## src/rtl/spi_pkg.sv

```systemverilog
// Shared SPI definitions: FSM state encodings, mode constants and frame width.
// Imported by both ends of the SPI link.
package spi_pkg;

  // Default frame length in bits
  localparam int unsigned DEFAULT_WIDTH = 8;

  // FSM state encodings, 4 bits wide to match the debug state port
  typedef enum logic [3:0] {
    IDLE  = 4'd0,
    SHIFT = 4'd1,
    DONE  = 4'd2
  } state_t;

  // SPI modes encoded as {polarity, phase}
  localparam logic [1:0] MODE0 = 2'b00;
  localparam logic [1:0] MODE1 = 2'b01;
  localparam logic [1:0] MODE2 = 2'b10;
  localparam logic [1:0] MODE3 = 2'b11;

endpackage

```

## src/rtl/spi_target_sync_edge.sv

```systemverilog
// Multi-flop synchronizer for one asynchronous SPI input, followed by an
// edge-detect flop that yields single-cycle rise/fall strobes.
module spi_sync_edge #(
  parameter int unsigned SYNC_STAGES = 2,
  parameter logic        RESET_VAL   = 1'b0
) (
  input  logic clk,
  input  logic reset,
  input  logic d,
  output logic q,
  output logic rise,
  output logic fall
);

  logic [SYNC_STAGES-1:0] sync_q;
  logic                   prev_q;

  // Synchronizer chain plus the delayed copy used for edge detection
  always_ff @(posedge clk or posedge reset) begin
    if (reset) begin
      sync_q <= {SYNC_STAGES{RESET_VAL}};
      prev_q <= RESET_VAL;
    end else begin
      sync_q <= {sync_q[SYNC_STAGES-2:0], d};
      prev_q <= sync_q[SYNC_STAGES-1];
    end
  end

  assign q    = sync_q[SYNC_STAGES-1];
  assign rise = q & ~prev_q;
  assign fall = ~q & prev_q;

endmodule

```

## src/rtl/spi_target.sv

```systemverilog
// SPI target: oversamples spi_clk/cs/mosi in the clk domain, receives frames
// MSB first into rx_data with a one-cycle rx_valid strobe, and transmits
// frames from a single-entry tx buffer on miso. All four SPI modes.
module spi_target
  import spi_pkg::*;
#(
  parameter int unsigned DATA_WIDTH  = DEFAULT_WIDTH,
  parameter int unsigned SYNC_STAGES = 2
) (
  input  logic                  clk,
  input  logic                  reset,
  input  logic                  spi_clk,
  input  logic                  cs,
  input  logic                  mosi,
  output logic                  miso,
  input  logic                  polarity,
  input  logic                  phase,
  input  logic [DATA_WIDTH-1:0] tx_data,
  input  logic                  tx_load,
  output logic                  tx_ready,
  output logic [DATA_WIDTH-1:0] rx_data,
  output logic                  rx_valid,
  output logic [3:0]            state,
  output logic [3:0]            count
);

  localparam logic [3:0] LAST_COUNT = 4'(DATA_WIDTH - 1);

  logic                   sclk_q, sclk_rise, sclk_fall;
  logic                   cs_q, cs_rise, cs_fall;
  logic [SYNC_STAGES-1:0] mosi_sync;
  logic                   mosi_s;

  logic                   sclk_edge, leading, trailing;
  logic                   sample_edge, shift_edge;
  logic                   frame_start;
  logic [DATA_WIDTH-1:0]  next_tx;
  logic [DATA_WIDTH-1:0]  rx_next;

  state_t                 state_r;
  logic [3:0]             count_r;
  logic [DATA_WIDTH-1:0]  tx_sr;
  logic [DATA_WIDTH-2:0]  rx_sr;
  logic [DATA_WIDTH-1:0]  tx_buf;
  logic                   tx_full;
  logic [DATA_WIDTH-1:0]  rx_data_r;
  logic                   rx_valid_r;
  logic                   miso_r;
  logic                   hold_msb;

  spi_sync_edge #(
    .SYNC_STAGES (SYNC_STAGES),
    .RESET_VAL   (1'b0)
  ) u_sclk_sync (
    .clk   (clk),
    .reset (reset),
    .d     (spi_clk),
    .q     (sclk_q),
    .rise  (sclk_rise),
    .fall  (sclk_fall)
  );

  spi_sync_edge #(
    .SYNC_STAGES (SYNC_STAGES),
    .RESET_VAL   (1'b1)
  ) u_cs_sync (
    .clk   (clk),
    .reset (reset),
    .d     (cs),
    .q     (cs_q),
    .rise  (cs_rise),
    .fall  (cs_fall)
  );

  // mosi synchronizer; its last stage lines up with the spi_clk edge strobes
  always_ff @(posedge clk or posedge reset) begin
    if (reset) begin
      mosi_sync <= '0;
    end else begin
      mosi_sync <= {mosi_sync[SYNC_STAGES-2:0], mosi};
    end
  end

  assign mosi_s = mosi_sync[SYNC_STAGES-1];

  // Classify synced spi_clk transitions into sample and shift edges by mode
  always_comb begin
    sclk_edge   = sclk_rise | sclk_fall;
    leading     = sclk_edge & (sclk_q ^ polarity);
    trailing    = sclk_edge & ~(sclk_q ^ polarity);
    sample_edge = 1'b0;
    shift_edge  = 1'b0;
    case ({polarity, phase})
      MODE0, MODE2: begin
        sample_edge = leading;
        shift_edge  = trailing;
      end
      MODE1, MODE3: begin
        sample_edge = trailing;
        shift_edge  = leading;
      end
      default: begin
        sample_edge = 1'b0;
        shift_edge  = 1'b0;
      end
    endcase
  end

  // Frame start: cs falling from IDLE, or a shift edge in DONE with cs low
  always_comb begin
    frame_start = ~cs_rise &
                  (((state_r == IDLE) & cs_fall) |
                   ((state_r == DONE) & ~cs_q & shift_edge));
    next_tx     = tx_full ? tx_buf : '0;
    rx_next     = {rx_sr, mosi_s};
  end

  // Single-entry tx buffer; a load that coincides with a frame-start copy
  // refills the buffer for the following frame
  always_ff @(posedge clk or posedge reset) begin
    if (reset) begin
      tx_buf  <= '0;
      tx_full <= 1'b0;
    end else if (tx_load && !tx_full) begin
      tx_buf  <= tx_data;
      tx_full <= 1'b1;
    end else if (frame_start) begin
      tx_full <= 1'b0;
    end
  end

  // Frame FSM: shift registers, bit counter, miso and received-frame strobe
  always_ff @(posedge clk or posedge reset) begin
    if (reset) begin
      state_r    <= IDLE;
      count_r    <= '0;
      tx_sr      <= '0;
      rx_sr      <= '0;
      rx_data_r  <= '0;
      rx_valid_r <= 1'b0;
      miso_r     <= 1'b0;
      hold_msb   <= 1'b0;
    end else begin
      rx_valid_r <= 1'b0;
      if (cs_rise) begin
        state_r  <= IDLE;
        count_r  <= '0;
        miso_r   <= 1'b0;
        hold_msb <= 1'b0;
      end else if (frame_start) begin
        // From IDLE with phase=1 the first leading edge only re-presents the
        // MSB; a DONE reload is itself that first leading edge.
        tx_sr    <= next_tx;
        miso_r   <= next_tx[DATA_WIDTH-1];
        count_r  <= '0;
        hold_msb <= (state_r == IDLE) ? phase : 1'b0;
        state_r  <= SHIFT;
      end else if (state_r == SHIFT) begin
        if (sample_edge) begin
          rx_sr   <= rx_next[DATA_WIDTH-2:0];
          count_r <= count_r + 4'd1;
          if (count_r == LAST_COUNT) begin
            rx_data_r  <= rx_next;
            rx_valid_r <= 1'b1;
            state_r    <= DONE;
          end
        end else if (shift_edge) begin
          if (hold_msb) begin
            hold_msb <= 1'b0;
            miso_r   <= tx_sr[DATA_WIDTH-1];
          end else begin
            tx_sr  <= {tx_sr[DATA_WIDTH-2:0], 1'b0};
            miso_r <= tx_sr[DATA_WIDTH-2];
          end
        end
      end else if (state_r != IDLE && state_r != DONE) begin
        state_r <= IDLE;
      end
    end
  end

  assign miso     = miso_r;
  assign tx_ready = ~tx_full;
  assign rx_data  = rx_data_r;
  assign rx_valid = rx_valid_r;
  assign state    = state_r;
  assign count    = count_r;

endmodule

```

## config.mk

```make
export PLATFORM = sky130hd
export DESIGN_NAME = spi_target
export DESIGN_NICKNAME = d
export VERILOG_FILES = /design/src/rtl/spi_pkg.sv /design/src/rtl/spi_target_sync_edge.sv /design/src/rtl/spi_target.sv
export SDC_FILE = /design/constraint.sdc
export NUM_CORES = 1
export LEC_CHECK = 0
export ABC_AREA = 1
export CORE_ASPECT_RATIO = 1.75
export CORE_MARGIN = 2
export CORE_UTILIZATION = 45
export DETAILED_ROUTE_END_ITERATION = 12
export PLACE_DENSITY = 0.79
export SLEW_MARGIN = 20
export SYNTH_ARGS = -nofsm -noshare
export SYNTH_HDL_FRONTEND = slang
export SYNTH_SLANG_ARGS = --single-unit
```

## constraint.sdc

```tcl
create_clock -name clk -period 2.1 [get_ports clk]
set_input_delay 0.525 -clock clk [delete_from_list [all_inputs] [get_ports clk]]
set_output_delay 0.525 -clock clk [all_outputs]
set_load 0.1 [all_outputs]
```

==> results.md <==
- The run finished, with violations left.
- The final reports fail on DRC.
- Counting along the longest clock path gives a buffer depth of 2.
- VDD sags by at most 0.000899 V.
- In the global route stage, met2 resource usage came out at 0.296.
- The met1 usage in global routing is 0.172.
- The later pin in the worst-skew pair is clocked with a latency of around 0.3 ns.
- The clock period could shrink to 1.83 ns.
- The area of all placed cells without fillers is 0.00297 mm2.
- The detailed-route DRC error count is 4.
- The startpoint-to-endpoint class of the critical path is in2reg.
- Setup violations remaining at the end of the flow were counted as 0.
- The sum of negative setup slack is 0 ns.
- Of the available clock period, the critical path in the final layout requires 0.870.
- Measured along the y axis, the die boundary spans around 100 um.
- The die area is between 0.005 and 0.006 mm2.
- The number of optimization iterations in the first detailed-route pass is 8.
- The core area is ~0.0050 mm2.
- Synthesis produced 256 cells.
- For this run the aggregate overflow at the end of global routing stands at 0.
- The design draws 0.00307 W.
- The global-route wire length before repair is 7350 um.
- The kind of cell with the highest combined delay on the critical path is simple AND/OR/NAND/NOR gates.
- The tree is rooted in a sky130_fd_sc_hd__clkbuf_8.
- The share of cells above drive strength 1 is 0.267.
- The final RePlAce weighted congestion is 0.783.
- The total global-route track usage is 0.159.
- The largest net degree at the start of global routing is 25.
- The largest individual stage delay along the critical path comes from the cell sky130_fd_sc_hd__clkdlybuf4s50_1.
- Counting both buffers and inverters, the worst setup path holds a total of 2.
- The pre-CTS worst setup slack is -0.0354 ns.
- The die is 58.7 um wide.
- The number of DRC markers in iteration 0 is 39.
- The detail-routed net length per standard cell is roughly 11 um.
- Once the clock tree was built, the resizer swapped 0 gates to a different size.
- Dividing the detail-routed via count by the number of cells gives 5.08.
- The clock arrives with roughly 0.0055 ns of skew.
- The number of clock buffers added by TritonCTS is 5.
- Of the synthesized area, sequential elements account for 0.522.
- The actual slew at the worst max-slew pin is 0.592 ns.
- The count of state elements after synthesis is 49.
- The number of max-cap violations is 0.
- The cell type with the highest occurrence count on the critical path is sky130_fd_sc_hd__nand2_1.
- For the worst setup path, the data required time is 2.34 ns.
- Dividing the synthesized area by the synthesized cell count gives 9.20 um2.
- Across all setup checks in the final design, the least slack found is 0.273 ns.
- The hold violation count in the final report came to 0.
- The global routing stage identified its most utilized layer as met2.
- The warning count from the yosys run is 0.
- In this run the worst path has a maximum fanout of 9.
- The type of element launching the critical path is a primary input.
- On the worst path, the slowest cell contributes a delay of 0.44 ns.
- The site row count is 34.
- Setup repair after global routing left no endpoint under its margin.
- The total routed wirelength is 4070 um.
- The data arrival time of the worst path is 2.07 ns.
- The number of global-route vias before repair is ~1800.
- In the global route stage, met3 resource usage came out at 0.0325.
- The number of top-level design ports is 35.
- During placement, the flow inserted port buffers numbering 32.
- Compared with the post-synthesis result, the final layout area differs by 26.0%.
- After clock tree synthesis, the setup repair step added 0 buffers.
- The total number of nets in the final design is ~320.
- The synthesized netlist occupies a cell area of 0.00236 mm2.
- Walking the worst path, the cells encountered are clkdlybuf4s50_1 -> inv_1 -> nand2_1 -> nand2_1 -> nand2_2 -> nand2_1 -> nand2_1 -> nor2_4 -> nand3_2 -> nand2_2 -> nand2_1 -> nand2_1.
- Detailed routing inserted a total of 1799 vias.
- The placed instances occupy a cell area of 0.00283 mm2.
- The antenna diode instance count is 0.
- The number of distinct library cells after synthesis is 31.
- The worst pin sits at a relative slew slack of 0.605.
- The hold buffer count at CTS is 0.
- The initial antenna violation count is 0.
- The tightest hold path in the finished design has a slack of 0.355 ns.
- Dividing total power by cell area gives a power density of between 1000 and 1500 mW/mm2.
- TritonCTS built the clock tree.
- The total clock sinks is 49.
- The number of nets still failing antenna checks after routing is 0.
- The sum of net half-perimeters after detailed placement is 3120 um.
- The path class of the tightest hold or removal check is reg2reg.
- The max-slew violation count is 0.
- The starting utilization of the core area is 0.469.
- After clock tree synthesis, the clock-pin slew on the worst setup and hold paths is 0.09 ns.
- Based on the critical path, the design can be clocked at up to 547 MHz.
- In this run the number of H-tree levels came out at 2.
- The worst setup path is captured at a flip-flop.
- For this design the static power due to leakage is 1.52 nW.
[cell families after synthesis]
| group | synth area share |
|---|---|
| flops | 0.522 |
| buf+inv | 0.0600 |
| mux | 0.0335 |
| other cells | 0.00159 |
| fa+ha+maj | 0.00531 |
| compound gates | 0.0425 |
| xor+xnor | 0.00372 |
| simple gates | 0.331 |
[worst paths after layout]
| path | start | cells past startpoint | slack [ns] | to |
|---|---|---|---|---|
| min | mosi_sync[0]$_DFF_PP0_ | 0 | 0.35 | mosi_sync[1]$_DFF_PP0_ |
| min in group asynchronous | reset | 2 | 0.53 | tx_sr[5]$_DFFE_PP0P_ |
| max | polarity | 12 | 0.27 | tx_sr[4]$_DFFE_PP0P_ |
| max in group asynchronous | reset | 3 | 1.03 | u_cs_sync.prev_q$_DFF_PP1_ |
| min reg2reg | mosi_sync[0]$_DFF_PP0_ | 0 | 0.35 | mosi_sync[1]$_DFF_PP0_ |
| max reg2reg | u_cs_sync.sync_q[1]$_DFF_PP1_ | 7 | 0.31 | tx_sr[4]$_DFFE_PP0P_ |
[routing by layer]
| metal | part of all wire | vias up | wire [um] |
|---|---|---|---|
| met5 | 0 | - | 0 |
| met4 | 0.015 | 0 | 59 |
| met3 | 0.034 | 6 | 138 |
| met2 | 0.56 | 39 | 2260 |
| met1 | 0.40 | 848 | 1610 |
| li1 | - | 906 | - |
[registers in the layout, indices dropped and copies added, names as in the netlist]
signal,count
count,4
hold_msb,1
miso,1
mosi_sync,2
rx_data,8
rx_sr,7
rx_valid,1
state,2
tx_buf,8
tx_full,1
tx_sr,8
u_cs_sync.prev_q,1
u_cs_sync.sync_q,2
u_sclk_sync.prev_q,1
u_sclk_sync.sync_q,2
[Yosys cell counts]
cell type                  instances  area (um2)
sky130_fd_sc_hd__clkinv_2          1        5.00
sky130_fd_sc_hd__o21ai_2           7        61.3
sky130_fd_sc_hd__nand2_4           3        33.8
sky130_fd_sc_hd__o21ai_1           1        5.00
sky130_fd_sc_hd__nand3_1          16        80.1
sky130_fd_sc_hd__buf_6             1        11.3
sky130_fd_sc_hd__o21ai_0           2        10.0
sky130_fd_sc_hd__ha_1              1        12.5
sky130_fd_sc_hd__buf_4             2        15.0
sky130_fd_sc_hd__dfstp_2           3        78.8
sky130_fd_sc_hd__buf_12            1        20.0
sky130_fd_sc_hd__nand3_4           2        35.0
sky130_fd_sc_hd__nor2_8            2        40.0
sky130_fd_sc_hd__mux2_2            7        78.8
sky130_fd_sc_hd__a21oi_1           3        15.0
sky130_fd_sc_hd__nor3_1            2        10.0
sky130_fd_sc_hd__inv_2             4        15.0
sky130_fd_sc_hd__dfrtp_1          46        1150
sky130_fd_sc_hd__inv_1            16        60.1
sky130_fd_sc_hd__nor3_4            1        16.3
sky130_fd_sc_hd__conb_1            1        3.75
sky130_fd_sc_hd__nor2_4            2        22.5
sky130_fd_sc_hd__xor2_1            1        8.76
sky130_fd_sc_hd__buf_2             3        15.0
sky130_fd_sc_hd__a21oi_2           1        8.76
sky130_fd_sc_hd__nor2_1            6        22.5
sky130_fd_sc_hd__nand2_1          99         372
sky130_fd_sc_hd__nand2_2           6        37.5
sky130_fd_sc_hd__nand3_2           3        30.0
sky130_fd_sc_hd__nand4_1          11        68.8
sky130_fd_sc_hd__nor2_2            2        12.5
[final cells by class]
cell class / count / area (um2)
clock buffers: 5 / 68.8
clock inverters: 3 / 68.8
fillers: 444 / 2050
inverters: 21 / 80.1
multi-input cells: 180 / 988
flip-flops and latches: 49 / 1230
well taps: 54 / 67.6
repair buffers: 42 / 465
[placed cells by master, fill, tap and decap left out, drive strengths merged, types with 7 or more instances in the layout]
cell type	synthesis	routed
nand2	108	108
dfrtp	46	46
buf	7	27
nand3	21	21
inv	20	21
clkdlybuf4s50	0	15
nor2	12	12
nand4	11	11
o21ai	10	10
mux2	7	7
[stage by stage]
step,util,instances
after floorplan,-,257
after global placement,0.564,346
after detailed placement,0.564,346
after CTS,0.591,354
after global routing,0.591,354
final,0.591,354
[where the power goes]
| part | total (W) | internal, W | switching, W |
|---|---|---|---|
| Combinational | 0.000958 | 0.000375 | 0.000584 |
| Clock | 0.000792 | 0.000479 | 0.000313 |
| Sequential | 0.00131 | 0.00115 | 0.000165 |
| Total | 0.00307 | 0.00200 | 0.00106 |
Note: power is estimated with default switching activity, not from simulation.
